**config.mk**
```make
export PLATFORM = sky130hd
export DESIGN_NAME = load_store_unit_flat
export DESIGN_NICKNAME = d
export VERILOG_FILES = /design/src/rtl/load_store_unit_pkg.sv /design/src/rtl/load_store_unit_if.sv /design/src/rtl/load_store_unit_align.sv /design/src/rtl/load_store_unit.sv /design/src/flat_wrapper.sv
export SDC_FILE = /design/constraint.sdc
export NUM_CORES = 1
export LEC_CHECK = 0
export ABC_CLOCK_PERIOD_IN_PS = 12200
export CAP_MARGIN = 10
export CORE_UTILIZATION = 47
export DETAILED_ROUTE_END_ITERATION = 10
export DONT_BUFFER_PORTS = 1
export PLACE_DENSITY_LB_ADDON = 0.08
export SLEW_MARGIN = 20
export SYNTH_ARGS = -nofsm -noshare
export SYNTH_HDL_FRONTEND = slang
export SYNTH_HIERARCHICAL = 1
export SYNTH_SLANG_ARGS = --single-unit
```
**constraint.sdc**
```tcl
create_clock -name clk -period 12.2 [get_ports clk]
set_input_delay 3.66 -clock clk [delete_from_list [all_inputs] [get_ports clk]]
set_output_delay 3.66 -clock clk [all_outputs]
set_load 0.02 [all_outputs]
```
**src/rtl/load_store_unit_pkg.sv**
```systemverilog
// load_store_unit_pkg: funct3 codes, FSM encoding and byte-enable masks shared by the LSU
package lsu_pkg;
  localparam logic [2:0] F3_B  = 3'b000;
  localparam logic [2:0] F3_H  = 3'b001;
  localparam logic [2:0] F3_W  = 3'b010;
  localparam logic [2:0] F3_BU = 3'b100;
  localparam logic [2:0] F3_HU = 3'b101;
  localparam logic [3:0] BE_B = 4'b0001;
  localparam logic [3:0] BE_H = 4'b0011;
  localparam logic [3:0] BE_W = 4'b1111;
  typedef enum logic [1:0] {S_IDLE, S_ACCESS, S_DONE} state_t;
  // unsigned widths are load-only, so a store with BU/HU is rejected like an unknown code
  function automatic logic req_bad(logic we, logic [2:0] f3, logic [1:0] a);
    logic legal;
    legal = f3 == F3_B || f3 == F3_H || f3 == F3_W || (!we && (f3 == F3_BU || f3 == F3_HU));
    return !legal || ((f3 == F3_H || f3 == F3_HU) && a[0]) || (f3 == F3_W && a != 2'b00);
  endfunction
  function automatic logic [3:0] be_of(logic [2:0] f3, logic [1:0] a);
    return f3 == F3_W ? BE_W : (f3[1:0] == 2'b01 ? BE_H : BE_B) << a;
  endfunction
endpackage

```
**src/rtl/load_store_unit_if.sv**
```systemverilog
// load_store_unit_if: data-memory bus between the LSU (master) and memory (slave)
interface load_store_unit_if;
  logic        mem_req;
  logic        mem_we;
  logic [31:0] mem_addr;
  logic [3:0]  mem_be;
  logic [31:0] mem_wdata;
  logic        mem_ack;
  logic [31:0] mem_rdata;
  modport master (output mem_req, mem_we, mem_addr, mem_be, mem_wdata, input mem_ack, mem_rdata);
  modport slave (input mem_req, mem_we, mem_addr, mem_be, mem_wdata, output mem_ack, mem_rdata);
endinterface

```
**src/rtl/load_store_unit_align.sv**
```systemverilog
// lsu_align: picks the addressed byte/half lane of a read word and sign/zero extends it
module lsu_align
  import lsu_pkg::*;
(
  input  logic [31:0] mem_rdata,
  input  logic [1:0]  off,
  input  logic [2:0]  funct3,
  output logic [31:0] rdata
);
  logic [7:0]  b;
  logic [15:0] h;
  always_comb begin
    b = mem_rdata[{off, 3'b000} +: 8];
    h = off[1] ? mem_rdata[31:16] : mem_rdata[15:0];
    rdata = funct3 == F3_B  ? {{24{b[7]}}, b} :
            funct3 == F3_BU ? {24'b0, b} :
            funct3 == F3_H  ? {{16{h[15]}}, h} :
            funct3 == F3_HU ? {16'b0, h} :
            funct3 == F3_W  ? mem_rdata : '0;
  end
endmodule

```
**src/rtl/load_store_unit.sv**
```systemverilog
// load_store_unit: single-outstanding RISC-V load/store engine with alignment, extension and bus timeout
module load_store_unit
  import lsu_pkg::*;
#(
  parameter int TIMEOUT = 255
) (
  input  logic        clk,
  input  logic        rst,
  input  logic        start,
  input  logic        we,
  input  logic [2:0]  funct3,
  input  logic [31:0] addr,
  input  logic [31:0] wdata,
  output logic        busy,
  output logic        done,
  output logic        err,
  output logic [31:0] rdata,
  load_store_unit_if.master mem
);
  state_t      state_q, state_d;
  logic        we_q, we_d;
  logic [2:0]  f3_q, f3_d;
  logic [31:0] addr_q, addr_d, wdata_q, wdata_d, rdata_q, rdata_d, ld_data;
  logic [7:0]  cnt_q, cnt_d;
  logic        err_q, err_d;
  logic        take, bad_start, timeout, acc, acc_end;

  lsu_align u_align (.mem_rdata(mem.mem_rdata), .off(addr_q[1:0]), .funct3(f3_q), .rdata(ld_data));

  always_ff @(posedge clk or posedge rst)
    if (rst) state_q <= S_IDLE;
    else state_q <= state_d;

  always_comb begin
    acc = state_q == S_ACCESS;
    take = state_q == S_IDLE && start;
    bad_start = take && req_bad(we, funct3, addr[1:0]);
    timeout = cnt_q == 8'(TIMEOUT - 1);
    acc_end = acc && (mem.mem_ack || timeout);
    state_d = take ? (bad_start ? S_DONE : S_ACCESS) :
              state_q == S_IDLE ? S_IDLE :
              acc ? (acc_end ? S_DONE : S_ACCESS) : S_IDLE;
  end

  always_comb begin
    we_d = take ? we : we_q;
    f3_d = take ? funct3 : f3_q;
    addr_d = take ? addr : addr_q;
    wdata_d = take ? wdata : wdata_q;
    cnt_d = acc ? cnt_q + 8'd1 : 8'd0;
    // an ack in the last timeout cycle still counts as a normal completion
    err_d = bad_start ? 1'b1 : acc_end ? !mem.mem_ack : err_q;
    rdata_d = bad_start ? '0 : acc_end ? (mem.mem_ack && !we_q ? ld_data : '0) : rdata_q;
  end

  always_ff @(posedge clk or posedge rst)
    if (rst) begin
      we_q <= 1'b0;
      f3_q <= '0;
      addr_q <= '0;
      wdata_q <= '0;
      cnt_q <= '0;
      err_q <= 1'b0;
      rdata_q <= '0;
    end else begin
      we_q <= we_d;
      f3_q <= f3_d;
      addr_q <= addr_d;
      wdata_q <= wdata_d;
      cnt_q <= cnt_d;
      err_q <= err_d;
      rdata_q <= rdata_d;
    end

  // bus fields are forced to zero outside ACCESS so reset clears them without a clock
  always_comb begin
    busy = state_q != S_IDLE;
    done = state_q == S_DONE;
    err = err_q;
    rdata = rdata_q;
    mem.mem_req = acc;
    mem.mem_we = acc && we_q;
    mem.mem_addr = acc ? {addr_q[31:2], 2'b00} : '0;
    mem.mem_be = acc ? be_of(f3_q, addr_q[1:0]) : '0;
    mem.mem_wdata = !acc ? '0 :
                    f3_q == F3_B ? {4{wdata_q[7:0]}} :
                    f3_q == F3_H ? {2{wdata_q[15:0]}} : wdata_q;
  end
endmodule
```
**src/flat_wrapper.sv**
```systemverilog
// flat-port wrapper written by rule: the top's interface ports become plain ports
module load_store_unit_flat import lsu_pkg::*;
#(
  parameter int TIMEOUT = 255
)
  (clk, rst, start, we, funct3, addr, wdata, busy, done, err, rdata, mem_mem_req, mem_mem_we, mem_mem_addr, mem_mem_be, mem_mem_wdata, mem_mem_ack, mem_mem_rdata);
  load_store_unit_if mem_i ();
  input  logic clk;
  input  logic rst;
  input  logic start;
  input  logic we;
  input  logic [2:0] funct3;
  input  logic [31:0] addr;
  input  logic [31:0] wdata;
  output logic busy;
  output logic done;
  output logic err;
  output logic [31:0] rdata;
  output wire logic [$bits(mem_i.mem_req)-1:0] mem_mem_req;
  output wire logic [$bits(mem_i.mem_we)-1:0] mem_mem_we;
  output wire logic [$bits(mem_i.mem_addr)-1:0] mem_mem_addr;
  output wire logic [$bits(mem_i.mem_be)-1:0] mem_mem_be;
  output wire logic [$bits(mem_i.mem_wdata)-1:0] mem_mem_wdata;
  input wire logic [$bits(mem_i.mem_ack)-1:0] mem_mem_ack;
  input wire logic [$bits(mem_i.mem_rdata)-1:0] mem_mem_rdata;
  assign mem_mem_req = mem_i.mem_req;
  assign mem_mem_we = mem_i.mem_we;
  assign mem_mem_addr = mem_i.mem_addr;
  assign mem_mem_be = mem_i.mem_be;
  assign mem_mem_wdata = mem_i.mem_wdata;
  assign mem_i.mem_ack = mem_mem_ack;
  assign mem_i.mem_rdata = mem_mem_rdata;
  load_store_unit #(.TIMEOUT(TIMEOUT)) u_core (.clk(clk), .rst(rst), .start(start), .we(we), .funct3(funct3), .addr(addr), .wdata(wdata), .busy(busy), .done(done), .err(err), .rdata(rdata), .mem(mem_i));
endmodule
```
==> impl_metrics.tcl <==
set metrics [dict create \
    status "complete, no violations" \
    crit_family "flip-flops" \
    fin_setup_tns_ns 0 \
    root_buffer "clkbuf_16" \
    async_reset_ff_frac 1.00 \
    vias 3877 \
    grt_pass1_vias 3860 \
    nFillCells 1087 \
    yosysWarnings 6 \
    area_delta_synth_final_pct 5.23 \
    core.rowCount 40 \
    initial_utilization 0.484 \
    endpoint "mem_mem_wdata[26]" \
    maxCapViolations 0 \
    drt-initial-drc-count 151 \
    synth-seq-area-share 0.476 \
    crit_cells 4 \
    ys.flop_type "dfrtp_1" \
    htreeDepth 3 \
    grt.total_usage 0.217 \
    vias_per_cell 5.83 \
    slowest_stage "dfrtp_2" \
    ioPinCount 209 \
    syn_area_um2 5840 \
    synth_seq_cells 111 \
    post-route-min-period_ns 6.32 \
    clock_sinks 111 \
    critPathLaunchType "flop" \
    grt_max_degree 71 \
    clkTransAtPathRegs_ns 0.07 \
    r2r_cells 4 \
    hold_class "reg -> reg" \
    fp.dieH_um 113 \
    vdd_drop_max_mv 0.106 \
    grt_pass1_wl_mm 21.6 \
    path_buf_inv 0 \
    antenna_found_initial 1 \
    finalWirelength_mm 13.5 \
    tritoncts "done" \
    cp-end-kind "output pin" \
    synth_edf_count 0 \
    final_nets 597 \
    hold_violations 0 \
    core_um2 12100 \
    max_freq_ghz 0.158 \
    die_w_um 113 \
    p_per_area_nw_per_um2 192 \
    tightest_slew_ns 0.975 \
    remaining_drc_errors 0 \
    worstPathArrival_ns 2.66 \
    ctsResizeCount 0 \
    hold_buffers 0 \
    synthCells 515 \
    hpwl_mm 9.58 \
    wl_per_cell_um 20.3 \
    slew_violations 0 \
    hold_depth 1 \
    relSlewSlack 0.347 \
    cpMostUsedCell "and2b_1" \
    finalSetupViolations 0 \
    r2r_start "u_core/addr_q[1]" \
    synth_cell_type_count 54 \
    whs_ns 0.487 \
    p_leak_nw 2.58 \
    slowest_delay_ns 0.80 \
    crit_fanout 41 \
    r2r_setup_slack_ns 9.80 \
    post_cts_buffers 0 \
    synth.avg_cell_area_um2 11.3 \
    die_area_um2 12900 \
    startpoint "u_core/f3_q[1]" \
    numPortBuffers 0 \
    rsz0062_at_grt "false" \
    drive_gt1_frac 0.210 \
    ant_nets 0 \
    timing.critical_path.cells "and2b_1 -> and2b_1 -> mux2i_1 -> a211oi_1" \
    gp_congestion 0.824 \
    r2r_end "u_core/rdata[12]" \
    grt.overflow.total 0 \
    hp-start "u_core/addr_q[30]" \
    min_period_over_period 0.518 \
    first_pass_iters 4 \
    critical_path_class "reg -> out" \
    clkLatencyLatePin_ns 0.35 \
    clk_path_buf_depth 2 \
    required_ns 8.54 \
    cts_buffers 9 \
    fin_worst_skew_ns 0.00794 \
]
## final cells by class
class | count | area [um2] | share of cell area
antenna | 1 | 2.50 | 0.000407
clock buffer | 11 | 243 | 0.0395
clock inverter | 5 | 81.3 | 0.0132
inverter | 5 | 21.3 | 0.00346
multi-input combinational | 359 | 2770 | 0.451
sequential | 111 | 2780 | 0.452
tap | 168 | 210 | 0.0342
timing repair buffer | 5 | 37.5 | 0.00611
## synthesized netlist by cell type, types with 3 or more instances
cell type | n | area share
and2_1 | 39 | 0.042
buf_2 | 7 | 0.0060
a21oi_1 | 21 | 0.018
o211ai_1 | 17 | 0.022
buf_6 | 9 | 0.017
inv_1 | 5 | 0.0032
nand2b_1 | 3 | 0.0032
mux2_2 | 60 | 0.12
nand2_1 | 30 | 0.019
a221o_1 | 7 | 0.012
clkbuf_1 | 11 | 0.0071
buf_4 | 12 | 0.015
nor2_1 | 19 | 0.012
a211oi_1 | 7 | 0.0090
dfrtp_1 | 111 | 0.48
xor2_1 | 3 | 0.0045
nor2b_1 | 11 | 0.012
nand3_1 | 21 | 0.018
o21ai_0 | 20 | 0.017
a22oi_1 | 7 | 0.0090
a22o_1 | 32 | 0.048
or3_1 | 3 | 0.0032
mux2_4 | 8 | 0.021
mux2i_1 | 9 | 0.015
mux2_1 | 9 | 0.017
## placed cells by master, fill, tap and decap left out, types with 4 or more instances in the layout
cell type,n
a22o_1,32
o211ai_1,17
nor2_1,19
mux2_4,8
a211oi_1,7
o21ai_0,20
nand3_1,21
clkbuf_16,9
mux2i_1,9
nor2b_1,11
dfrtp_1,110
mux2_2,60
nand2_1,30
a22oi_1,7
mux2_1,9
buf_4,5
inv_1,4
a221o_1,7
a21oi_1,21
and2_1,39
## per-layer routing
| layer | track usage | vias to the layer above | part of all wire |
|---|---|---|---|
| li1 | - | 1814 | - |
| met1 | 0.269 | 1879 | 0.42 |
| met2 | 0.327 | 163 | 0.45 |
| met3 | 0.108 | 21 | 0.10 |
| met4 | 0.0754 | 0 | 0.025 |
| met5 | 0 | - | 0 |
## worst min path at each step
stage,endpoint,slack [ns]
5_1_grt,u_core/addr_q[29],0.51
3_5_place_dp,u_core/addr_q[30],0.48
4_1_cts,u_core/addr_q[30],0.50
2_1_floorplan,u_core/addr_q[30],0.45
6_report,u_core/addr_q[30],0.49
3_3_place_gp,u_core/addr_q[30],0.46
## state kept, by name (all words and copies together) (netlist names)
signal and flops:
u_core/addr_q 32, u_core/rdata 32, u_core/wdata_q 32, u_core/cnt_q 8, u_core/f3_q 3, u_core/state_q 2, u_core/err 1, u_core/we_q 1
## kinds of logic after synthesis
kind of cell / synth area share
buffers and inverters: 0.0506
XOR/XNOR: 0.00600
flip-flops: 0.476
multiplexers: 0.169
AO/OA/AOI/OAI: 0.156
AND/OR/NAND/NOR: 0.138
other: 0.000642
adder cells (fa/ha/maj): 0.00428
## through the flow
| stage | worst slack, ns | utilization | cells | instance area (um2) | power, mW |
|---|---|---|---|---|---|
| global route | 5.71 | 0.509 | 664 | 6140 | 1.26 |
| floorplan | 5.61 | - | 516 | 5840 | 0.826 |
| finish | 5.88 | 0.510 | 665 | 6150 | 1.18 |
| detailed placement | 5.90 | 0.482 | 648 | 5820 | 0.874 |
| global placement | 6.02 | 0.482 | 648 | 5820 | 0.866 |
| CTS | 5.51 | 0.509 | 664 | 6140 | 1.20 |
## power by group
| part | total [mW] | switching (mW) | internal (mW) | leakage (nW) |
|---|---|---|---|---|
| combinational | 0.331 | 0.184 | 0.147 | 1.04 |
| clock | 0.316 | 0.130 | 0.186 | 0.156 |
| sequential | 0.535 | 0.0902 | 0.445 | 1.38 |
| total | 1.18 | 0.405 | 0.777 | 2.58 |
(Power assumes the default switching activity.)
